`config.mk`:
```
export PLATFORM = sky130hd
export DESIGN_NAME = cmd_dispatch
export DESIGN_NICKNAME = d
export VERILOG_FILES = /design/src/rtl/cmd_dispatch.sv
export SDC_FILE = /design/constraint.sdc
export NUM_CORES = 1
export LEC_CHECK = 0
export ABC_AREA = 0
export ABC_CLOCK_PERIOD_IN_PS = 3800
export CAP_MARGIN = 0
export CORE_MARGIN = 4
export CORE_UTILIZATION = 48
export CTS_CLUSTER_DIAMETER = 120
export CTS_CLUSTER_SIZE = 10
export DETAILED_ROUTE_END_ITERATION = 10
export PLACE_DENSITY = 0.85
export RECOVER_POWER = 50
export SLEW_MARGIN = 0
export SYNTH_ARGS = -nofsm -noshare
export SYNTH_HDL_FRONTEND = slang
export SYNTH_SLANG_ARGS = --single-unit
```
`constraint.sdc`:
```
create_clock -name clk -period 3.8 [get_ports clk]
set_input_delay 0.57 -clock clk [delete_from_list [all_inputs] [get_ports clk]]
set_output_delay 0.57 -clock clk [all_outputs]
set_load 0.01 [all_outputs]
```
`src/rtl/cmd_dispatch.sv`:
```
// Command FIFO consumer: pops one command, checks it, runs one burst, pushes one response.
// Optional WAIT watchdog enabled by defining CMD_DISPATCH_TIMEOUT_EN.
module cmd_dispatch #(
  parameter int ADDR_W     = 32,
  parameter int ID_W       = 4,
  parameter int DATA_BYTES = 8,
  parameter int TO_CYCLES  = 1024,
  localparam int CMD_W     = ID_W + 1 + ADDR_W + 8,
  localparam int RESP_W    = ID_W + 3
) (
  input  logic              clk,
  input  logic              resetn,
  input  logic              cmd_fifo_empty,
  output logic              cmd_pop_req,
  input  logic              cmd_pop_ack,
  input  logic [CMD_W-1:0]  cmd_pop_struct,
  output logic              resp_push_req,
  input  logic              resp_push_ack,
  output logic [RESP_W-1:0] resp_push_struct,
  output logic              burst_start,
  output logic              burst_op,
  output logic [ADDR_W-1:0] burst_addr,
  output logic [7:0]        burst_len,
  input  logic              burst_done,
  input  logic [1:0]        burst_resp,
  output logic              busy,
  output logic [15:0]       cmd_count
);

  typedef enum logic [2:0] {
    IDLE, POP, POP_LOW, CHECK, ISSUE, WAIT, PUSH, PUSH_LOW
  } state_t;

  state_t            state, state_nx;
  logic [ID_W-1:0]   cmd_id;
  logic              cmd_op;
  logic [ADDR_W-1:0] cmd_addr;
  logic [7:0]        cmd_len;
  logic [1:0]        status;
  logic              stale;
  logic              pop_hit, push_hit, to_hit;

  // Legality: beat-aligned start and burst stays inside one 4KB page.
  logic [ADDR_W:0] beats, bytes, end_off;
  logic            crosses, misalign, check_ok;

  assign beats    = (ADDR_W+1)'(cmd_len) + (ADDR_W+1)'(1);
  assign bytes    = beats * (ADDR_W+1)'(DATA_BYTES);
  assign end_off  = (ADDR_W+1)'(cmd_addr[11:0]) + bytes;
  assign crosses  = end_off > (ADDR_W+1)'(4096);
  assign misalign = |(cmd_addr & ADDR_W'(DATA_BYTES-1));
  assign check_ok = !misalign && !crosses;

  assign pop_hit  = (state == POP)  && cmd_pop_ack   && !stale;
  assign push_hit = (state == PUSH) && resp_push_ack && !stale;

`ifdef CMD_DISPATCH_TIMEOUT_EN
  localparam int WD_W = $clog2(TO_CYCLES + 1);
  logic [WD_W-1:0] wdog;

  always_ff @(posedge clk or negedge resetn) begin
    if (!resetn)             wdog <= '0;
    else if (state != WAIT)  wdog <= '0;
    else                     wdog <= wdog + WD_W'(1);
  end

  assign to_hit = (state == WAIT) && (wdog == WD_W'(TO_CYCLES - 1));
`else
  assign to_hit = 1'b0;
`endif

  always_comb begin
    state_nx = state;
    case (state)
      IDLE:     if (!cmd_fifo_empty) state_nx = POP;
      POP:      if (pop_hit) state_nx = POP_LOW;
      POP_LOW:  if (!cmd_pop_ack) state_nx = CHECK;
      CHECK:    state_nx = check_ok ? ISSUE : PUSH;
      ISSUE:    state_nx = WAIT;
      WAIT:     if (burst_done || to_hit) state_nx = PUSH;
      PUSH:     if (push_hit) state_nx = PUSH_LOW;
      PUSH_LOW: if (!resp_push_ack) state_nx = IDLE;
      default:  state_nx = IDLE;
    endcase
  end

  always_ff @(posedge clk or negedge resetn) begin
    if (!resetn) state <= IDLE;
    else         state <= state_nx;
  end

  // An ack already high when a handshake opens is stale until seen low.
  always_ff @(posedge clk or negedge resetn) begin
    if (!resetn)
      stale <= 1'b0;
    else if (state_nx == POP && state != POP)
      stale <= cmd_pop_ack;
    else if (state_nx == PUSH && state != PUSH)
      stale <= resp_push_ack;
    else if ((state == POP && !cmd_pop_ack) || (state == PUSH && !resp_push_ack))
      stale <= 1'b0;
  end

  always_ff @(posedge clk or negedge resetn) begin
    if (!resetn) begin
      cmd_id    <= '0;
      cmd_op    <= 1'b0;
      cmd_addr  <= '0;
      cmd_len   <= '0;
      status    <= 2'b00;
      cmd_count <= '0;
    end else begin
      if (pop_hit) begin
        cmd_id   <= cmd_pop_struct[CMD_W-1 -: ID_W];
        cmd_op   <= cmd_pop_struct[ADDR_W+8];
        cmd_addr <= cmd_pop_struct[ADDR_W+7:8];
        cmd_len  <= cmd_pop_struct[7:0];
      end
      if (state == CHECK && !check_ok)  status <= 2'b10;
      else if (state == WAIT && burst_done) status <= burst_resp;
      else if (to_hit)                  status <= 2'b11;
      if (state == PUSH_LOW && !resp_push_ack) cmd_count <= cmd_count + 16'd1;
    end
  end

  assign cmd_pop_req      = (state == POP);
  assign resp_push_req    = (state == PUSH);
  assign burst_start      = (state == ISSUE);
  assign busy             = (state != IDLE);
  assign burst_op         = cmd_op;
  assign burst_addr       = cmd_addr;
  assign burst_len        = cmd_len;
  assign resp_push_struct = {cmd_id, cmd_op, status};

endmodule

```
==> metrics.csv <==
stage,metric,value,unit
clock_tree,clk_pin_slew,0.08,ns
setup_path,cp_max_fo,6,
synth,yosysTopAreaCell,dfrtp_1,
sta,slew_viol_final,34,
sta,setup_tns,0,ns
placement,io_buffers,120,
clock_tree,cts_buffers,9,
setup_path,worstPathCellList,"ha_1, fa_1, a211oi_2, o21bai_1, a2111oi_2, o2111ai_1, o21ai_2, nand3_1",
detailed_routing,drt-vias-per-instance,5.28,
global_routing,track_usage,19.0,%
sta,skew,0.00972,ns
power,p_leak,2.06,nW
clock_tree,cts_root_buffer,clkbuf_8,
sta,tightestPinTransition,1.78,ns
sta,hold_viol_final,0,
floorplan,die_x,91.1,µm
synth,synth_most_common_cell,dfrtp_1,
floorplan,dieArea,0.00830,mm²
setup_path,reg2reg_slack,0.94,ns
detailed_routing,wl,7500,µm
power,powerDensity,777,mW/mm²
sta,slew_headroom,-18.5,%
detailed_routing,drtIter0Drc,110,
synth,avgSynthCellArea,12.0,µm²
clock_tree,cts_setup_buffers,0,
detailed_routing,vias,2547,
setup_path,critPathKind,reg2reg,
setup_path,crit_path_top_delay_cell,fa_1,
status,violations,"capacitance limit, slew limit",
sta,rsz0062_at_grt,no,
synth,synth.net_count,342,
setup_path,critPathArrivalTime,3.03,ns
global_routing,grt_max_degree,47,
detailed_routing,avgRoutedWirePerCell,15.6,µm
hold_path,hp-class,reg2reg,
global_routing,grt.overflow.total,0,
synth,syn_area,0.00332,mm²
placement,dpl_cell_area,0.00454,mm²
sta,fmax,0.349,GHz
final_layout,drive_above_1_share,11.9,%
clock_tree,htree_num_levels,3,
sta,min_period,2.86,ns
global_routing,antenna_found_initial,0,
global_routing,grt_pass1_vias,2624,
synth,synth_commonest_cells,"dfrtp_1, mux2_1, mux2_2, nor2_1, xnor2_1",
clock_tree,post_cts_resized,0,
setup_path,cp-end-kind,flip-flop,
detailed_routing,firstDrtPassIters,4,
job,maxCapViolCount,1,
sta,hold_slack,0.482,ns
placement,place_congestion,0.875,
synth,ys_ff_latch,67,
floorplan,die_h,91.1,µm
setup_path,endpoint,state[1],
final_layout,area_delta_synth_final,43.2,%
detailed_routing,route.detailed.drc,0,
synth,ys.flop_type,dfrtp_1,
synth,synth_top_area_share,50.6,%
synth,netlist_instances,277,
floorplan,rows,30,
synth,synth-edff-count,0,
setup_path,startpoint_type,flip-flop,
clock_tree,cts.sinks,67,
synth,ys_warn_count,0,
floorplan,start_util,49.1,%
detailed_routing,final_antenna_net_count,0,
setup_path,required,3.96,ns
global_routing,grt_pass1_wl,12700,µm
final_layout,postLayoutCellArea,0.00475,mm²
floorplan,core,0.00676,mm²
power,fin_total_pwr,3.69,mW
clock_tree,cts_hold_buf,0,
final_layout,nNetsFinal,463,
synth,netlist-cell-type-count,50,
setup_path,r2r_cells,8,
setup_path,cp-startpoint,burst_len[0],
floorplan,pin_count,121,
clock_tree,clk_latency,0.34,ns
sta,setup_violations,0,
power,peakVddDrop,501,µV
synth,synth_area_leaders,"dfrtp_1, mux2_1, mux2_2",
setup_path,r2r-start,burst_len[0],
sta,finalCritPeriodShare,75.4,%
setup_path,cp_slowest_stage_delay,0.46,ns
synth,ys_seq_area_share,50.6,%
placement,dp_hpwl,5780,µm
clock_tree,cts_tree,built,
clock_tree,clock_path_buffers,2,
status,status,"finished, violations left",
final_layout,antenna_cells,0,
setup_path,timing.rr.end,state[1],
synth,async_flop_share,100,%
==> registers in the layout, indices dropped and copies added, names as in the netlist <==
name	flops
burst_addr	32
burst_len	8
burst_op	1
cmd_count	16
cmd_id	4
stale	1
state	3
status	2
==> per-layer routing <==
metal / vias up / global-route usage, % / share of wire [%]
met5: - / 0 / 0
met4: 0 / 6.41 / 1.4
met3: 8 / 6.21 / 6.7
met2: 91 / 30.5 / 50
met1: 1218 / 24.1 / 42
li1: 1230 / - / -
==> where the power goes <==
part,leakage [nW],switching (mW),total (mW),internal (mW)
Combinational,1.11,0.806,1.79,0.989
Clock,0.106,0.267,0.635,0.368
Sequential,0.844,0.266,1.26,0.992
==> kinds of logic after synthesis <==
family / Yosys count / synth area share, %
AOI/OAI and AO/OA: 33 / 6.98
xor gates and xnor gates: 24 / 6.34
adders and majority gates: 12 / 4.75
buffers and inverters: 16 / 3.09
DFF: 67 / 50.6
muxes: 47 / 15.9
and+or+nand+nor: 78 / 12.3
==> worst max-delay path, delay by kind of cell, from the launching register on <==
| family | cells | cell delay, ns |
|---|---|---|
| AND/OR/NAND/NOR | 1 | 0.11 |
| flip-flops | 1 | 0.45 |
| AO/OA/AOI/OAI | 5 | 1.30 |
| adder cells (fa/ha/maj) | 2 | 0.84 |
==> placed cells by master, fill, tap and decap left out, types with 2 or more instances in the layout <==
cell	synthesis	routed
nor3_1	4	4
ha_1	11	11
nand2b_1	2	2
a211oi_1	2	2
nor3b_1	2	2
mux2_1	24	24
nor4_1	2	2
clkbuf_8	0	9
nand3_1	12	12
o21ai_0	10	10
bufinv_16	0	2
inv_1	4	4
nor2_1	19	19
and3_1	3	3
xor2_1	7	7
a21oi_1	7	7
dlygate4sd3_1	0	25
clkdlybuf4s50_1	0	94
mux2_2	22	22
nand4_1	6	6
nand2_1	16	16
or2_2	2	2
dfrtp_1	67	67
and4_1	3	3
xnor2_1	17	17
==> worst min path at each step <==
stage | start | to | slack (ns) | depth (start not counted)
floorplan | resetn | burst_addr[0] | 0.27 | 0
global placement | cmd_count[15] | cmd_count[15] | 0.46 | 1
detailed placement | cmd_count[15] | cmd_count[15] | 0.47 | 1
CTS | resetn | burst_len[0] | 0.31 | 1
global route | cmd_count[15] | cmd_count[15] | 0.49 | 1
finish | cmd_count[15] | cmd_count[15] | 0.48 | 1
==> metrics by stage <==
stage | utilization, % | setup WS [ns] | instances
2_1_floorplan | - | 1.19 | 277
3_3_place_gp | 67.1 | 0.924 | 467
3_5_place_dp | 67.1 | 0.881 | 467
4_1_cts | 70.3 | 0.946 | 482
5_1_grt | 70.3 | 0.755 | 482
6_report | 70.3 | 0.936 | 482
==> final cells by class <==
| cell class | count | area [µm²] |
|---|---|---|
| flip-flops and latches | 67 | 1680 |
| clock inverters | 6 | 90.1 |
| clock buffers | 9 | 124 |
| well taps | 80 | 100 |
| fillers | 476 | 2010 |
| inverters | 5 | 18.8 |
| multi-input cells | 194 | 1540 |
| repair buffers | 121 | 1200 |
(Power assumes the default switching activity.)
